`src/rtl/inst_encoder_if.sv`:
```
// Field-bundle handshake into the encoder and the stallable instruction-memory
// write port out of it.
interface enc_fields_if;
    logic        in_valid;
    logic        in_ready;
    logic [2:0]  in_fmt;
    logic [6:0]  in_opcode;
    logic [4:0]  in_rd;
    logic [4:0]  in_rs1;
    logic [4:0]  in_rs2;
    logic [2:0]  in_funct3;
    logic [6:0]  in_funct7;
    logic [31:0] in_imm;

    modport master (
        output in_valid, in_fmt, in_opcode, in_rd, in_rs1, in_rs2,
               in_funct3, in_funct7, in_imm,
        input  in_ready
    );

    modport slave (
        input  in_valid, in_fmt, in_opcode, in_rd, in_rs1, in_rs2,
               in_funct3, in_funct7, in_imm,
        output in_ready
    );
endinterface

interface enc_mem_if #(parameter int ADDR_WIDTH = 10);
    logic                  mem_we;
    logic [ADDR_WIDTH-1:0] mem_addr;
    logic [31:0]           mem_wdata;
    logic                  mem_ack;

    modport master (
        output mem_we, mem_addr, mem_wdata,
        input  mem_ack
    );

    modport slave (
        input  mem_we, mem_addr, mem_wdata,
        output mem_ack
    );
endinterface

```
`src/rtl/inst_encoder.sv`:
```
// RV32I instruction encoder: validates and packs field bundles, then writes the
// resulting words sequentially into instruction memory.
module inst_encoder #(
    parameter int ADDR_WIDTH = 10
) (
    input  logic                clk,
    input  logic                rst_n,
    input  logic                clr,
    enc_fields_if.slave         fields,
    enc_mem_if.master           mem,
    output logic [ADDR_WIDTH:0] count,
    output logic                full,
    output logic                err,
    output logic [1:0]          err_code
);

    typedef enum logic [1:0] {
        IDLE,
        ENCODE,
        WRITE,
        FULL
    } state_e;

    typedef enum logic [2:0] {
        FMT_R = 3'd0,
        FMT_I = 3'd1,
        FMT_S = 3'd2,
        FMT_B = 3'd3,
        FMT_U = 3'd4,
        FMT_J = 3'd5
    } fmt_e;

    typedef enum logic [1:0] {
        ERR_NONE  = 2'd0,
        ERR_RANGE = 2'd1,
        ERR_ALIGN = 2'd2,
        ERR_FMT   = 2'd3
    } err_e;

    typedef struct packed {
        fmt_e        fmt;
        logic [6:0]  opcode;
        logic [4:0]  rd;
        logic [4:0]  rs1;
        logic [4:0]  rs2;
        logic [2:0]  funct3;
        logic [6:0]  funct7;
        logic [31:0] imm;
    } bundle_t;

    localparam logic [ADDR_WIDTH:0] CAPACITY = {1'b1, {ADDR_WIDTH{1'b0}}};

    state_e                state_q, state_d;
    bundle_t               cap_q, cap_d;
    logic                  we_q, we_d;
    logic [ADDR_WIDTH-1:0] addr_q, addr_d;
    logic [31:0]           wdata_q, wdata_d;
    logic [ADDR_WIDTH:0]   count_q, count_d;
    logic                  full_q, full_d;
    logic                  err_q, err_d;
    err_e                  code_q, code_d;

    err_e                  chk;
    logic [31:0]           packed_word;
    logic [ADDR_WIDTH:0]   count_inc;

    // Priority: illegal format, then misalignment, then out-of-range immediate.
    always_comb begin
        // NOTE: every combinational output gets a default first so no path leaves it unassigned (no latch).
        chk = ERR_NONE;
        case (cap_q.fmt)
            FMT_R: chk = ERR_NONE;
            FMT_I, FMT_S: begin
                if (cap_q.imm != {{20{cap_q.imm[11]}}, cap_q.imm[11:0]})
                    chk = ERR_RANGE;
            end
            FMT_B: begin
                if (cap_q.imm[0])
                    chk = ERR_ALIGN;
                else if (cap_q.imm != {{19{cap_q.imm[12]}}, cap_q.imm[12:0]})
                    chk = ERR_RANGE;
            end
            FMT_U: begin
                if (cap_q.imm[11:0] != 12'd0)
                    chk = ERR_RANGE;
            end
            FMT_J: begin
                if (cap_q.imm[0])
                    chk = ERR_ALIGN;
                else if (cap_q.imm != {{11{cap_q.imm[20]}}, cap_q.imm[20:0]})
                    chk = ERR_RANGE;
            end
            default: chk = ERR_FMT;
        endcase
    end

    always_comb begin
        packed_word = 32'd0;
        case (cap_q.fmt)
            FMT_R: packed_word = {cap_q.funct7, cap_q.rs2, cap_q.rs1, cap_q.funct3,
                                  cap_q.rd, cap_q.opcode};
            FMT_I: packed_word = {cap_q.imm[11:0], cap_q.rs1, cap_q.funct3,
                                  cap_q.rd, cap_q.opcode};
            FMT_S: packed_word = {cap_q.imm[11:5], cap_q.rs2, cap_q.rs1, cap_q.funct3,
                                  cap_q.imm[4:0], cap_q.opcode};
            FMT_B: packed_word = {cap_q.imm[12], cap_q.imm[10:5], cap_q.rs2, cap_q.rs1,
                                  cap_q.funct3, cap_q.imm[4:1], cap_q.imm[11], cap_q.opcode};
            FMT_U: packed_word = {cap_q.imm[31:12], cap_q.rd, cap_q.opcode};
            FMT_J: packed_word = {cap_q.imm[20], cap_q.imm[10:1], cap_q.imm[11],
                                  cap_q.imm[19:12], cap_q.rd, cap_q.opcode};
            default: packed_word = 32'd0;
        endcase
    end

    assign count_inc = count_q + 1'b1;

    always_comb begin
        state_d = state_q;
        cap_d   = cap_q;
        we_d    = we_q;
        addr_d  = addr_q;
        wdata_d = wdata_q;
        count_d = count_q;
        full_d  = full_q;
        err_d   = err_q;
        code_d  = code_q;

        if (clr) begin
            // A clear in WRITE abandons the pending word without counting it.
            state_d = IDLE;
            we_d    = 1'b0;
            addr_d  = '0;
            count_d = '0;
            full_d  = 1'b0;
            err_d   = 1'b0;
            code_d  = ERR_NONE;
        end else begin
            case (state_q)
                IDLE: begin
                    if (fields.in_valid) begin
                        cap_d.fmt    = fmt_e'(fields.in_fmt);
                        cap_d.opcode = fields.in_opcode;
                        cap_d.rd     = fields.in_rd;
                        cap_d.rs1    = fields.in_rs1;
                        cap_d.rs2    = fields.in_rs2;
                        cap_d.funct3 = fields.in_funct3;
                        cap_d.funct7 = fields.in_funct7;
                        cap_d.imm    = fields.in_imm;
                        state_d      = ENCODE;
                    end
                end
                ENCODE: begin
                    if (chk != ERR_NONE) begin
                        err_d = 1'b1;
                        if (!err_q)
                            code_d = chk;
                        state_d = IDLE;
                    end else begin
                        wdata_d = packed_word;
                        we_d    = 1'b1;
                        state_d = WRITE;
                    end
                end
                WRITE: begin
                    if (mem.mem_ack) begin
                        we_d    = 1'b0;
                        addr_d  = addr_q + 1'b1;
                        count_d = count_inc;
                        if (count_inc == CAPACITY) begin
                            full_d  = 1'b1;
                            state_d = FULL;
                        end else begin
                            state_d = IDLE;
                        end
                    end
                end
                FULL: state_d = FULL;
                default: state_d = IDLE;
            endcase
        end
    end

    // NOTE: sequential state uses non-blocking assignments so every register samples pre-edge values.
    always_ff @(posedge clk or negedge rst_n) begin
        if (!rst_n) begin
            state_q <= IDLE;
            cap_q   <= '0;
            we_q    <= 1'b0;
            addr_q  <= '0;
            wdata_q <= '0;
            count_q <= '0;
            full_q  <= 1'b0;
            err_q   <= 1'b0;
            code_q  <= ERR_NONE;
        end else begin
            state_q <= state_d;
            cap_q   <= cap_d;
            we_q    <= we_d;
            addr_q  <= addr_d;
            wdata_q <= wdata_d;
            count_q <= count_d;
            full_q  <= full_d;
            err_q   <= err_d;
            code_q  <= code_d;
        end
    end

    // Gating with rst_n keeps in_ready low for the whole reset pulse.
    assign fields.in_ready = (state_q == IDLE) && rst_n;

    assign mem.mem_we    = we_q;
    assign mem.mem_addr  = addr_q;
    assign mem.mem_wdata = wdata_q;

    assign count    = count_q;
    assign full     = full_q;
    assign err      = err_q;
    assign err_code = code_q;

endmodule

```
`src/flat_wrapper.sv`:
```
// flat-port wrapper written by rule: the top's interface ports become plain ports
module inst_encoder_flat 
#(
    parameter int ADDR_WIDTH = 10
)
  (clk, rst_n, clr, count, full, err, err_code, fields_in_valid, fields_in_fmt, fields_in_opcode, fields_in_rd, fields_in_rs1, fields_in_rs2, fields_in_funct3, fields_in_funct7, fields_in_imm, fields_in_ready, mem_mem_we, mem_mem_addr, mem_mem_wdata, mem_mem_ack);
  enc_fields_if fields_i ();
  enc_mem_if #(.ADDR_WIDTH(ADDR_WIDTH)) mem_i ();
  input  logic clk;
  input  logic rst_n;
  input  logic clr;
  output logic [ADDR_WIDTH:0] count;
  output logic full;
  output logic err;
  output logic [1:0] err_code;
  input wire logic [$bits(fields_i.in_valid)-1:0] fields_in_valid;
  input wire logic [$bits(fields_i.in_fmt)-1:0] fields_in_fmt;
  input wire logic [$bits(fields_i.in_opcode)-1:0] fields_in_opcode;
  input wire logic [$bits(fields_i.in_rd)-1:0] fields_in_rd;
  input wire logic [$bits(fields_i.in_rs1)-1:0] fields_in_rs1;
  input wire logic [$bits(fields_i.in_rs2)-1:0] fields_in_rs2;
  input wire logic [$bits(fields_i.in_funct3)-1:0] fields_in_funct3;
  input wire logic [$bits(fields_i.in_funct7)-1:0] fields_in_funct7;
  input wire logic [$bits(fields_i.in_imm)-1:0] fields_in_imm;
  output wire logic [$bits(fields_i.in_ready)-1:0] fields_in_ready;
  output wire logic [$bits(mem_i.mem_we)-1:0] mem_mem_we;
  output wire logic [$bits(mem_i.mem_addr)-1:0] mem_mem_addr;
  output wire logic [$bits(mem_i.mem_wdata)-1:0] mem_mem_wdata;
  input wire logic [$bits(mem_i.mem_ack)-1:0] mem_mem_ack;
  assign fields_i.in_valid = fields_in_valid;
  assign fields_i.in_fmt = fields_in_fmt;
  assign fields_i.in_opcode = fields_in_opcode;
  assign fields_i.in_rd = fields_in_rd;
  assign fields_i.in_rs1 = fields_in_rs1;
  assign fields_i.in_rs2 = fields_in_rs2;
  assign fields_i.in_funct3 = fields_in_funct3;
  assign fields_i.in_funct7 = fields_in_funct7;
  assign fields_i.in_imm = fields_in_imm;
  assign fields_in_ready = fields_i.in_ready;
  assign mem_mem_we = mem_i.mem_we;
  assign mem_mem_addr = mem_i.mem_addr;
  assign mem_mem_wdata = mem_i.mem_wdata;
  assign mem_i.mem_ack = mem_mem_ack;
  inst_encoder #(.ADDR_WIDTH(ADDR_WIDTH)) u_core (.clk(clk), .rst_n(rst_n), .clr(clr), .fields(fields_i), .mem(mem_i), .count(count), .full(full), .err(err), .err_code(err_code));
endmodule
```
`config.mk`:
```
export PLATFORM = sky130hd
export DESIGN_NAME = inst_encoder_flat
export DESIGN_NICKNAME = d
export VERILOG_FILES = /design/src/rtl/inst_encoder_if.sv /design/src/rtl/inst_encoder.sv /design/src/flat_wrapper.sv
export SDC_FILE = /design/constraint.sdc
export NUM_CORES = 1
export LEC_CHECK = 0
export BUFFER_PORTS_ARGS = -buffer_cell sky130_fd_sc_hd__buf_4
export CORE_MARGIN = 4
export CORE_UTILIZATION = 25
export CTS_CLUSTER_SIZE = 16
export DETAILED_ROUTE_END_ITERATION = 10
export GPL_ROUTABILITY_DRIVEN = 0
export HOLD_SLACK_MARGIN = 0.02
export PLACE_DENSITY_LB_ADDON = 0.12
export REMOVE_ABC_BUFFERS = 1
export SYNTH_ARGS = -nofsm -noshare
export SYNTH_HDL_FRONTEND = slang
export SYNTH_SLANG_ARGS = --single-unit
```
`constraint.sdc`:
```
create_clock -name clk -period 3.5 [get_ports clk]
set_input_delay 0.525 -clock clk [delete_from_list [all_inputs] [get_ports clk]]
set_output_delay 0.525 -clock clk [all_outputs]
set_load 0.1 [all_outputs]
```
==> impl_summary.log <==
INFO  metric vias = 4,487
INFO  metric postSynth.topFlopCell = sky130_fd_sc_hd__dfrtp_1
INFO  metric core.rowCount = 56
INFO  metric dpl_worst_slack = 0.6268 ns
INFO  metric pwrdens = 778.6 nW/µm²
INFO  metric synth.top_cells.by_area = sky130_fd_sc_hd__dfrtp_1, sky130_fd_sc_hd__mux2_2, sky130_fd_sc_hd__mux2_4
INFO  metric power_leakage = 3.662 nW
INFO  metric timing_worst_setup_path_type = flip-flop to flip-flop
INFO  metric timing.hold.worst.class = primary input to flip-flop
INFO  metric fin_crit = 2.884 ns
INFO  metric detail_route.wl_per_cell = 16.58 µm
INFO  metric antenna_found_initial = 0
INFO  metric vdd_ir_drop_max = 0.0005741 V
INFO  metric flip_flop_and_latch_count_after_synthesis = 127
INFO  metric synthCells = 539
INFO  metric net-switching-power = 0.002660 W
INFO  metric worst-path-max-fanout = 15
INFO  metric worst_setup_path_end_kind = flip-flop
INFO  metric drt_iter0_drc = 346
INFO  metric clkSlewWorstSetupHoldPaths = 0.07 ns
INFO  metric cts_tree = done
INFO  metric grt_max_degree = 81
INFO  metric dieHeight = 163.0 µm
INFO  metric avgViaCountPerCell = 4.474
INFO  metric rsz_0062_raised_after_global_routing = no
INFO  metric fillers = 2,411
INFO  metric synthToLayoutAreaGrowth = 32.12%
INFO  metric setup_ws = 0.6156 ns
INFO  metric slew_headroom = 40.77%
INFO  metric worst-endpoint-arrival = 3.18 ns
INFO  metric n_antenna_cell = 0
INFO  metric synth_cell_type_count = 43
INFO  metric yosys_warnings = 0
INFO  metric clock_tree.root_cell = sky130_fd_sc_hd__clkbuf_16
INFO  metric route.detailed.drc = 0
INFO  metric startpoint_type = flip-flop
INFO  metric cap_violations = 0
INFO  metric timing.final.hold_violations = 0
INFO  metric drt_first_pass_iters = 4
INFO  metric share_comb_of_total_power = 38.2%
INFO  metric dieWidth = 163.0 µm
INFO  metric grt_first_pass_wirelength = 26,770 µm
INFO  metric post-synth-top-count-cell = sky130_fd_sc_hd__dfrtp_1
INFO  metric timing.critical_path.from = u_core.cap_q[19]
INFO  metric min_from = fields_in_funct3[2]
INFO  metric cts_num_sinks = 127
INFO  metric drt_wl_total = 16,630 µm
INFO  metric yosys.area.top_type_share = 52.91%
INFO  metric avgSynthCellArea = 11.14 µm²
INFO  metric antenna_left = 0
INFO  metric detailed_place_hpwl = 11,800 µm
INFO  metric post-route-period-util = 82.41%
INFO  metric slew_violations = 0
INFO  metric edff_count_synth = 0
INFO  metric synthesis.area = 6007 µm²
INFO  metric dieArea = 26,570 µm²
INFO  metric clk_path_buf_depth = 2
INFO  metric io-pin-count = 131
INFO  metric seq_power_share = 34.0%
INFO  metric finalSetupViolCount = 0
INFO  metric final.setup.tns = 0 ns
INFO  metric final_layout_size_suffix_gt1_share = 37.43%
INFO  metric numCtsBuffers = 17
INFO  metric vias_in_the_first_global_route = 4,827
INFO  metric placement.cell_area = 7352 µm²
INFO  metric finished_cell_area = 7936 µm²
INFO  metric floorplan.core_area = 23,540 µm²
INFO  metric fin_worst_hold_slack = 0.3106 ns
INFO  metric htreeDepth = 4
INFO  metric outcome = completed
INFO  metric clock_latency = 0.42 ns
INFO  metric finalClockSkew = 0.01424 ns
INFO  metric final_nets = 745
INFO  metric grt_use_total = 12.87%
INFO  metric ys_seq_area_share = 52.91%
INFO  metric p_sw_share = 43.04%
INFO  metric yosysTopAreaCell = sky130_fd_sc_hd__dfrtp_1
INFO  metric internal-power = 0.003520 W
INFO  metric grt_overflow_total = 0
INFO  metric postCtsResizedCells = 0
INFO  metric worst-endpoint-required = 3.79 ns
INFO  metric max_clock_freq = 346.7 MHz
INFO  metric initial_util = 25.52%
INFO  metric async_flop_share = 100.0%
INFO  metric worst_tran_pin_value = 0.8884 ns
INFO  metric place.port_buffers = 130
INFO  metric timing.rr.start = u_core.cap_q[19]
INFO  metric yosys-top-cells-count = sky130_fd_sc_hd__dfrtp_1, sky130_fd_sc_hd__nand2_1, sky130_fd_sc_hd__mux2_2, sky130_fd_sc_hd__o21ai_0, sky130_fd_sc_hd__nor2_1
INFO  metric clkPwrFrac = 27.9%
==> placed cells by master (no fill, tap or decap), types with 2 or more instances in the layout <==
cell type / netlist / layout
sky130_fd_sc_hd__or4_1: 3 / 3
sky130_fd_sc_hd__nand3_1: 14 / 14
sky130_fd_sc_hd__a22oi_1: 5 / 5
sky130_fd_sc_hd__o22ai_1: 5 / 5
sky130_fd_sc_hd__a31oi_1: 2 / 2
sky130_fd_sc_hd__nand3b_1: 3 / 3
sky130_fd_sc_hd__buf_4: 0 / 138
sky130_fd_sc_hd__a211o_1: 2 / 2
sky130_fd_sc_hd__nor3b_1: 2 / 2
sky130_fd_sc_hd__nand4b_1: 2 / 2
sky130_fd_sc_hd__xnor2_1: 9 / 9
sky130_fd_sc_hd__nand2_1: 62 / 62
sky130_fd_sc_hd__nor2_1: 30 / 30
sky130_fd_sc_hd__dfrtp_1: 127 / 127
sky130_fd_sc_hd__a221oi_1: 2 / 2
sky130_fd_sc_hd__mux2_4: 22 / 22
sky130_fd_sc_hd__nand4_1: 8 / 8
sky130_fd_sc_hd__nand2b_1: 4 / 4
sky130_fd_sc_hd__inv_1: 24 / 24
sky130_fd_sc_hd__clkinv_4: 0 / 5
sky130_fd_sc_hd__nor4_1: 10 / 10
sky130_fd_sc_hd__nor3_1: 8 / 8
sky130_fd_sc_hd__a21oi_1: 14 / 14
sky130_fd_sc_hd__mux2i_1: 15 / 15
sky130_fd_sc_hd__or3_1: 5 / 5
sky130_fd_sc_hd__inv_6: 0 / 3
sky130_fd_sc_hd__and2_1: 2 / 2
sky130_fd_sc_hd__nor2b_1: 6 / 5
sky130_fd_sc_hd__mux2_2: 58 / 58
sky130_fd_sc_hd__and3_1: 4 / 4
sky130_fd_sc_hd__clkinvlp_4: 0 / 2
sky130_fd_sc_hd__ha_1: 2 / 2
sky130_fd_sc_hd__xor2_1: 12 / 12
sky130_fd_sc_hd__o21ai_0: 40 / 40
sky130_fd_sc_hd__clkbuf_16: 0 / 17
==> power by group through the flow <==
stage | Sequential, W | Combinational (W) | Clock, W
floorplan | 0.00318 | 0.000666 | 0
global placement | 0.00212 | 0.00236 | 0
detailed placement | 0.00213 | 0.00238 | 0
CTS | 0.00211 | 0.00238 | 0.00178
global route | 0.00215 | 0.00250 | 0.00185
finish | 0.00210 | 0.00236 | 0.00172
==> stage by stage <==
stage / instances / power [W] / util (%)
floorplan: 511 / 0.003849 / -
global placement: 970 / 0.004487 / 31.23
detailed placement: 970 / 0.004505 / 31.23
CTS: 1003 / 0.006269 / 33.71
global route: 1003 / 0.006504 / 33.71
finish: 1003 / 0.006179 / 33.71
==> layer usage <==
layer  global-route usage (%)  up-vias  wire length, µm
met2                    19.91      114             7695
met3                    3.861       12              983
li1                         -     2156                -
met1                    17.58     2205             7808
met5                        0        -                0
met4                    3.622        0              140
==> state kept, by name, summed over array words and instances, names as in the netlist <==
register,flops
u_core.mem.mem_wdata,32
u_core.err,1
u_core.err_code,2
u_core.state_q,2
u_core.mem.mem_addr,10
u_core.cap_q,67
u_core.mem.mem_we,1
u_core.count,11
u_core.full,1
==> area by class of cell <==
class,count,area (µm²),share of cell area [%]
multi-input cells,360,2618,32.98
inverters,24,90.09,1.135
clock inverters,13,131.4,1.655
flip-flops and latches,127,3178,40.04
well taps,319,399.1,5.029
repair buffers,141,1077,13.57
clock buffers,19,442.9,5.581
==> what timing repair did <==
action	4_1_cts	5_1_grt
buffers inserted	0	0
hold buffers	1	0
hold endpoints to repair	20	0
==> kinds of logic after synthesis <==
kind of cell / after synthesis / share of synthesized area (%)
xor+xnor: 21 / 3.062
compound gates: 74 / 7.103
flops: 127 / 52.91
fa+ha+maj: 2 / 0.4165
mux: 96 / 19.25
buf+inv: 52 / 3.645
simple gates: 167 / 13.62
==> path summary, 6_finish.rpt <==
| check | slack (ns) | endpoint | cells past startpoint |
|---|---|---|---|
| worst max-delay path | 0.62 | u_core.mem.mem_wdata[17] | 7 |
| worst min-delay path | 0.31 | u_core.cap_q[41] | 3 |
| worst max register to register | 0.62 | u_core.mem.mem_wdata[17] | 7 |
| worst min register to register | 0.50 | u_core.mem.mem_we | 2 |
| max in group asynchronous | 1.26 | u_core.mem.mem_wdata[27] | 4 |
| min in group asynchronous | 0.52 | u_core.count[7] | 2 |
==> worst max-delay path: stages (launching register included) <==
cell and delay (ns):
sky130_fd_sc_hd__dfrtp_1 0.40, sky130_fd_sc_hd__or4_1 0.59, sky130_fd_sc_hd__nor4_1 0.35, sky130_fd_sc_hd__o22ai_1 0.14
sky130_fd_sc_hd__a32oi_2 0.28, sky130_fd_sc_hd__nand3_2 0.32, sky130_fd_sc_hd__buf_4 0.34, sky130_fd_sc_hd__mux2_4 0.32
No activity file was read; power rests on OpenSTA's default activity.
